### src/rtl/id_ex_stage_reg.sv
// ID/EX pipeline register: captures decoded fields, holds them across load-use
// stalls with write-back snooping, flushes to a bubble, and counts stalled cycles.
module id_ex_stage_reg #(
    parameter int XLEN  = 32,
    parameter int CNT_W = 16
) (
    input  logic             clk,
    input  logic             rst_n,
    input  logic             ID_valid,
    input  logic [XLEN-1:0]  ID_pc,
    input  logic [XLEN-1:0]  ID_imm,
    input  logic [XLEN-1:0]  ID_rs1_data,
    input  logic [XLEN-1:0]  ID_rs2_data,
    input  logic [4:0]       ID_rs1,
    input  logic [4:0]       ID_rs2,
    input  logic [4:0]       ID_rd,
    input  logic [6:0]       ID_opcode,
    input  logic [2:0]       ID_funct3,
    input  logic [6:0]       ID_funct7,
    input  logic             ID_regwrite,
    input  logic             ID_memtoreg,
    input  logic             ID_memwrite,
    input  logic             ID_alusrc,
    input  logic             ID_branch,
    input  logic             EX_stall,
    input  logic             EX_flush,
    input  logic [4:0]       WB_rd,
    input  logic [XLEN-1:0]  WB_result,
    input  logic             WB_regwrite,
    output logic             ID_EX_valid,
    output logic [XLEN-1:0]  ID_EX_pc,
    output logic [XLEN-1:0]  ID_EX_imm,
    output logic [XLEN-1:0]  ID_EX_rs1_data,
    output logic [XLEN-1:0]  ID_EX_rs2_data,
    output logic [4:0]       ID_EX_rs1,
    output logic [4:0]       ID_EX_rs2,
    output logic [4:0]       ID_EX_rd,
    output logic [6:0]       ID_EX_opcode,
    output logic [2:0]       ID_EX_funct3,
    output logic [6:0]       ID_EX_funct7,
    output logic             ID_EX_regwrite,
    output logic             ID_EX_memtoreg,
    output logic             ID_EX_memwrite,
    output logic             ID_EX_alusrc,
    output logic             ID_EX_branch,
    output logic             ID_hold,
    output logic             EX_bubble,
    output logic [CNT_W-1:0] stall_cycles
);

    function automatic logic [CNT_W-1:0] sat_inc(input logic [CNT_W-1:0] cnt);
        sat_inc = (&cnt) ? cnt : cnt + 1'b1;
    endfunction

    logic            stall_p0;
    logic            wb_hit_p0;
    logic [4:0]      rs1_idx_p0;
    logic [4:0]      rs2_idx_p0;
    logic [XLEN-1:0] rs1_data_p0;
    logic [XLEN-1:0] rs2_data_p0;

    // Stage p0: mode decode and operand snoop against the index being stored
    always_comb begin
        stall_p0    = EX_stall & ~EX_flush;
        wb_hit_p0   = WB_regwrite && (WB_rd != 5'd0);
        rs1_idx_p0  = EX_stall ? ID_EX_rs1 : ID_rs1;
        rs2_idx_p0  = EX_stall ? ID_EX_rs2 : ID_rs2;
        rs1_data_p0 = EX_stall ? ID_EX_rs1_data : ID_rs1_data;
        rs2_data_p0 = EX_stall ? ID_EX_rs2_data : ID_rs2_data;
        if (wb_hit_p0 && (WB_rd == rs1_idx_p0)) rs1_data_p0 = WB_result;
        if (wb_hit_p0 && (WB_rd == rs2_idx_p0)) rs2_data_p0 = WB_result;
    end

    assign ID_hold   = stall_p0;
    assign EX_bubble = stall_p0;

    // Stage p1: the ID/EX register itself
    always_ff @(posedge clk or negedge rst_n) begin
        if (!rst_n) begin
            ID_EX_valid    <= 1'b0;
            ID_EX_pc       <= '0;
            ID_EX_imm      <= '0;
            ID_EX_rs1_data <= '0;
            ID_EX_rs2_data <= '0;
            ID_EX_rs1      <= '0;
            ID_EX_rs2      <= '0;
            ID_EX_rd       <= '0;
            ID_EX_opcode   <= '0;
            ID_EX_funct3   <= '0;
            ID_EX_funct7   <= '0;
            ID_EX_regwrite <= 1'b0;
            ID_EX_memtoreg <= 1'b0;
            ID_EX_memwrite <= 1'b0;
            ID_EX_alusrc   <= 1'b0;
            ID_EX_branch   <= 1'b0;
            stall_cycles   <= '0;
        end else if (EX_flush) begin
            ID_EX_valid    <= 1'b0;
            ID_EX_pc       <= '0;
            ID_EX_imm      <= '0;
            ID_EX_rs1_data <= '0;
            ID_EX_rs2_data <= '0;
            ID_EX_rs1      <= '0;
            ID_EX_rs2      <= '0;
            ID_EX_rd       <= '0;
            ID_EX_opcode   <= '0;
            ID_EX_funct3   <= '0;
            ID_EX_funct7   <= '0;
            ID_EX_regwrite <= 1'b0;
            ID_EX_memtoreg <= 1'b0;
            ID_EX_memwrite <= 1'b0;
            ID_EX_alusrc   <= 1'b0;
            ID_EX_branch   <= 1'b0;
        end else if (EX_stall) begin
            ID_EX_rs1_data <= rs1_data_p0;
            ID_EX_rs2_data <= rs2_data_p0;
            if (ID_EX_valid) stall_cycles <= sat_inc(stall_cycles);
        end else begin
            ID_EX_valid    <= ID_valid;
            ID_EX_pc       <= ID_pc;
            ID_EX_imm      <= ID_imm;
            ID_EX_rs1_data <= rs1_data_p0;
            ID_EX_rs2_data <= rs2_data_p0;
            ID_EX_rs1      <= ID_rs1;
            ID_EX_rs2      <= ID_rs2;
            ID_EX_rd       <= ID_rd;
            ID_EX_opcode   <= ID_opcode;
            ID_EX_funct3   <= ID_funct3;
            ID_EX_funct7   <= ID_funct7;
            // A bubble must not write anything, and x0 is never a destination
            ID_EX_regwrite <= ID_regwrite & ID_valid & (ID_rd != 5'd0);
            ID_EX_memtoreg <= ID_memtoreg & ID_valid;
            ID_EX_memwrite <= ID_memwrite & ID_valid;
            ID_EX_alusrc   <= ID_alusrc;
            ID_EX_branch   <= ID_branch & ID_valid;
        end
    end

endmodule

### config.mk
export PLATFORM = sky130hd
export DESIGN_NAME = id_ex_stage_reg
export DESIGN_NICKNAME = d
export VERILOG_FILES = /design/src/rtl/id_ex_stage_reg.sv
export SDC_FILE = /design/constraint.sdc
export NUM_CORES = 1
export LEC_CHECK = 0
export CAP_MARGIN = 30
export CORE_AREA = 5 5 148 150
export DETAILED_ROUTE_END_ITERATION = 6
export DIE_AREA = 0 0 153 155
export PLACE_DENSITY = 0.89
export SLEW_MARGIN = 20
export SYNTH_ARGS = -nofsm -noshare
export SYNTH_HDL_FRONTEND = slang
export SYNTH_SLANG_ARGS = --single-unit
### constraint.sdc
create_clock -name clk -period 5.1 [get_ports clk]
set_input_delay 0.765 -clock clk [delete_from_list [all_inputs] [get_ports clk]]
set_output_delay 0.765 -clock clk [all_outputs]
set_load 0.02 [all_outputs]
==> results.yml, run 1 <==
clocking:
  cts-root-buf: "clkbuf_16"
  clk_pin_slew_ns: 0.07
  clock_path_buffers: 2
  htree_levels: 4
  cts_hold_buf: 0
  ctsResizeCount: 0
  cts_setup_buffers: 0
  cts_buffers: 17
  cts_tree: "built"
  cts_sinks: 182
  clock_latency_ns: 0.42
grt:
  grt_overflow: 0
  antenna_found_initial: 0
  grt_util_all_layers: 0.2226
  grt_start_max_net_pins: 101
  grt_first_pass_wirelength_um: 42020
  grt_pass1_vias: 7437
timing:
  whs_ns: 0.3713
  setup_ws_ns: 1.889
  min_period_ns: 3.211
  finClkSkew_ns: 0.01129
  max_freq_mhz: 311.4
  hold_viol: 0
  max-slew-margin-rel: 0.3410
  setup-violations-final: 0
  rsz0062_at_grt: "false"
  period_share: 0.6296
  tns_ns: 0
  worstMarginPinSlew_ns: 0.9886
  report.final.slew_viol_count: 0
detailed_routing:
  first_pass_iters: 4
  via_per_inst: 5.214
  drt-initial-drc-count: 390
  drc: 0
  wl_per_cell_um: 20.29
  drt-total-wl_um: 27530
  vias: 7075
  ant_nets: 0
synthesis:
  async_reset_ff_frac: 1.000
  ys_ff_latch: 182
  netlist_top_cells_count: "dfrtp_1 (182), mux2i_1 (160), nor2_1 (107)"
  netlist_area_um2: 8489
  yosys_warnings: 0
  ys_top_cells_by_area: "dfrtp_1 (54%), mux2i_1 (19%), a211oi_2 (8.8%)"
  seq_area_frac_synth: 0.5365
  yosys.area.top_type_share: 0.5365
  syn_inst: 709
  yosysTopAreaCell: "dfrtp_1"
  avgSynthCellArea_um2: 11.97
  ys.flop_type: "dfrtp_1"
  synth_edf_count: 0
  synth_most_common_cell: "dfrtp_1"
  synth_nets: 918
  synth.distinct_cells: 33
place:
  globalplace.congestion: 0.8743
  detailedPlace.worstSlack_ns: 1.436
  port-buffer-count: 391
  placed_cell_area_um2: 12530
  post-dp-hpwl_um: 20320
cells_and_area:
  antenna_cells: 0
  nets: 1279
  layout-area-overhead-vs-synth_pct: 54.81
  postLayoutCellArea_um2: 13140
  layout-drive-gt1-share: 0.09982
  final_util: 0.6393
die:
  initial_core_util: 0.4130
  die-area_um2: 23720
  core-area_um2: 20560
  die-width_um: 153
  rows: 53
  ioPinCount: 392
  dieHeight_um: 155
pwr:
  leakagePower_nw: 5.726
  p_seq_frac: 0.429
  power_frac_comb: 0.219
  peakVddDrop_uv: 195.7
  power.switching_w: 0.001081
  intPower_w: 0.002648
  swShare: 0.2898
  p_clk_frac: 0.352
  power_density_nw_per_um2: 283.7
worst_setup_path:
  cp-end-kind: "register"
  required_ns: 5.33
  timing.rr.start: "ID_EX_rs2[4]"
  r2r_cells: 6
  rrSetupSlack_ns: 2.67
  cp.arrival_ns: 3.44
  worst_setup_path_start_kind: "primary input"
  reg2reg_to: "ID_EX_rs2_data[31]"
  crit_type: "primary input to register"
  crit_path_max_fanout: 33
job:
  drv_cap: 0
min_path:
  hp-class: "primary input to async pin"
outcome:
  status: "finished clean"
metal layers:
layer	routed length, µm	vias up	global-route usage
li1	-	3238	-
met1	10330	3456	0.2601
met2	14320	321	0.3903
met3	1920	60	0.05981
met4	956	0	0.09037
met5	0	-	0
layout make-up:
type	instances	area [µm²]
Clock buffer	17	425.4
Clock inverter	14	163.9
Fill cell	1595	7415
Multi-Input combinational cell	468	3627
Sequential cell	182	4554
Tap cell	275	344.1
Timing Repair Buffer	401	4028
through the flow:
step | power (W) | std cells
after global placement | 0.002430 | 1325
after detailed placement | 0.002446 | 1325
after CTS | 0.003766 | 1356
after floorplan | 0.001982 | 709
after global routing | 0.003877 | 1357
final | 0.003728 | 1357
cells in the final DEF, fill, tap and decap left out, drive strengths merged:
cell type	count
mux2	1
o21a	2
nand3b	1
nor3b	2
or4	2
xor2	13
a211oi	64
or2	2
a22oi	2
clkbuf	18
clkinvlp	2
clkinv	5
nand4	5
a21oi	3
nor2	107
clkdlybuf4s50	388
bufinv	1
o31ai	2
xnor2	10
and3	4
and4	1
a31oi	3
nand2	9
nor2b	2
inv	6
nor3	65
dfrtp	182
ha	1
o211ai	1
buf	12
nand3	5
mux2i	161
how the worst max path moves through the flow:
stage	from	endpoint	slack (ns)	cells after the start
3_3_place_gp	WB_rd[1]	ID_EX_rs2_data[0]	1.56	7
2_1_floorplan	EX_stall	ID_hold	2.16	6
5_1_grt	WB_rd[1]	ID_EX_rs2_data[31]	1.77	7
6_report	WB_rd[1]	ID_EX_rs2_data[31]	1.89	7
3_5_place_dp	WB_rd[1]	ID_EX_rs2_data[31]	1.44	7
4_1_cts	WB_rd[1]	ID_EX_rs2_data[31]	1.89	7
kinds of logic (layout without fill, tap and decap cells):
kind of cell             Yosys count  count (layout)  share of synthesized area
AND/OR/NAND/NOR                  205             205                     0.1083
flip-flops                       182             182                     0.5365
multiplexers                     162             162                     0.1916
AO/OA/AOI/OAI                     77              77                     0.1021
buffers and inverters             59             432                    0.03626
XOR/XNOR                          23              23                    0.02373
adder cells (fa/ha/maj)            1               1                   0.001474
sequential cells by signal, indices dropped and copies added (netlist names), 7 cells and up:
register        count
stall_cycles       16
ID_EX_imm          32
ID_EX_pc           32
ID_EX_funct7        7
ID_EX_opcode        7
ID_EX_rs1_data     32
ID_EX_rs2_data     32
critical path, stage by stage:
cell and delay, ns:
clkdlybuf4s50_1 0.48, or4_1 0.56, o21a_1 0.20, nand2_1 0.06, buf_4 0.35, or2_2 0.85
a211oi_1 0.19
power by group through the flow:
stage | Clock (W) | Sequential [W] | Combinational, W
after detailed placement | 0 | 0.00163 | 0.000820
after global routing | 0.00140 | 0.00161 | 0.000866
after global placement | 0 | 0.00162 | 0.000807
after CTS | 0.00134 | 0.00160 | 0.000823
final | 0.00131 | 0.00160 | 0.000817
after floorplan | 0 | 0.00173 | 0.000251
Power figures use the tool's default switching activity.
==> inputs of run 2 (changes only) <==
Settings changed: CORE_AREA 5 5 148 150 to not set, CORE_MARGIN set to 5, CORE_UTILIZATION set to 38, DIE_AREA 0 0 153 155 to not set, PLACE_DENSITY 0.89 to 0.86.
Clock period 5.1 ns to 2.6 ns, I/O delays scaled along.
==> run 2 against run 1 <==
- critical path depth down 4
- clock-buffer cell count up 1
- worst hold slack worse by 0.059 ns
- global-route usage down 1.2 points
- setup slack worse by 1.3 ns
- total power up 96%
- utilization down 3.3 points
- combinational power up 98%
- first-iteration DRC count down 12%
- critical path type is now primary input to primary output
- largest cell class unchanged
==> results.yml, run 2 (synthesis results as in run 1) <==
die:
  rows: 54
  initial_core_util: 0.3878
  core-area_um2: 21890
  ioPinCount: 392
  dieHeight_um: 159.5
  die-width_um: 159.5
  die-area_um2: 25430
cells_and_area:
  layout-drive-gt1-share: 0.1055
  nets: 1286
  antenna_cells: 0
  instances_no_fill: 1370
  final_util: 0.6061
  layout-area-overhead-vs-synth_pct: 56.30
  final_cell_mix: "clkdlybuf4s50_1 (388), dfrtp_1 (182), mux2i_1 (160), nor2_1 (107), nor3_1 (65)"
  layout_commonest_cell: "clkdlybuf4s50_1"
  postLayoutCellArea_um2: 13270
detailed_routing:
  first_pass_iters: 5
  drt-total-wl_um: 27530
  via_per_inst: 5.096
  drt-initial-drc-count: 342
  drc: 0
  vias: 6981
  ant_nets: 0
  wl_per_cell_um: 20.10
grt:
  grt_overflow: 0
  grt_pass1_vias: 7573
  antenna_found_initial: 0
  grt_start_max_net_pins: 98
  grt_util_all_layers: 0.2109
  use_met2: 0.3590
  gr-max-usage-layer: "met2"
  grt_first_pass_wirelength_um: 43210
  met3_usage: 0.05333
  grtUsageMet1: 0.2527
pwr:
  power_w: 0.007296
  leakagePower_nw: 5.795
  peakVddDrop_uv: 358.0
  power_density_nw_per_um2: 549.8
timing:
  rsz0062_at_grt: "false"
  tns_ns: 0
  setup-violations-final: 0
  hold_viol: 0
  report.final.slew_viol_count: 0
  max-slew-margin-rel: 0.5201
  finClkSkew_ns: 0.01762
  max_freq_mhz: 489.8
  period_share: 0.7852
  min_period_ns: 2.042
  worstMarginPinSlew_ns: 0.7198
clocking:
  ctsResizeCount: 0
  cts-root-buf: "clkbuf_16"
  htree_levels: 4
  clk_pin_slew_ns: 0.08
  clock_latency_ns: 0.42
  cts_sinks: 182
  cts_tree: "built"
  clock_path_buffers: 2
  cts_buffers: 17
  cts_setup_buffers: 0
  cts_hold_buf: 1
worst_setup_path:
  rrSetupSlack_ns: 0.72
  cp.arrival_ns: 1.65
  crit_path_max_fanout: 16
  timing.rr.start: "ID_EX_rs2[4]"
  crit_type: "primary input to primary output"
  cp-end-kind: "primary output"
  crit_path_start: "EX_stall"
  required_ns: 2.21
  cp-endpoint: "ID_hold"
  worst_setup_path_start_kind: "primary input"
  r2r_cells: 6
  reg2reg_to: "ID_EX_rs2_data[0]"
place:
  post-dp-hpwl_um: 20420
  dp_cells: 1337
  globalplace.congestion: 0.8276
  placed_cell_area_um2: 12680
  port-buffer-count: 391
job:
  drv_cap: 0
outcome:
  status: "finished clean"
min_path:
  hp-class: "primary input to register"
-- run 2: through the flow --
stage | worst slack, ns | hold slack [ns]
5_1_grt | 0.5356 | 0.3006
3_5_place_dp | 0.1756 | 0.3800
6_report | 0.5585 | 0.3123
3_3_place_gp | 0.1944 | 0.3793
2_1_floorplan | 0.4134 | 0.09441
4_1_cts | 0.5586 | 0.2972
-- run 2: worst min path at each step --
stage	startpoint	endpoint	slack [ns]	cells past startpoint
5_1_grt	EX_flush	ID_EX_imm[11]	0.30	2
3_3_place_gp	rst_n	ID_EX_rs1_data[19]	0.38	1
3_5_place_dp	rst_n	ID_EX_rs1_data[19]	0.38	1
6_report	EX_flush	ID_EX_imm[29]	0.31	2
4_1_cts	EX_flush	ID_EX_pc[11]	0.30	2
2_1_floorplan	rst_n	ID_EX_alusrc	0.09	0
-- run 2: area by class of cell --
type,count,area [µm²]
fillers,1828,8622
clock buffers,18,439.2
flip-flops and latches,182,4554
clock inverters,14,135.1
well taps,280,350.3
repair buffers,408,4163
multi-input cells,468,3627
-- run 2: where the power goes --
part	switching, W	internal [W]
combinational	0.000789	0.000835
clock	0.00123	0.00130
sequential	0.000126	0.00301
total	0.00215	0.00515
-- run 2: worst max-delay path, stage by stage --
cell and delay, ns:
clkbuf_8 0.22, nor2b_1 0.33, clkdlybuf4s50_1 0.69
-- run 2: per-layer routing --
metal | routed length, µm | up-vias
met2 | 14000 | 289
met4 | 1164 | 0
met3 | 1722 | 62
met1 | 10640 | 3378
li1 | - | 3252
met5 | 0 | -
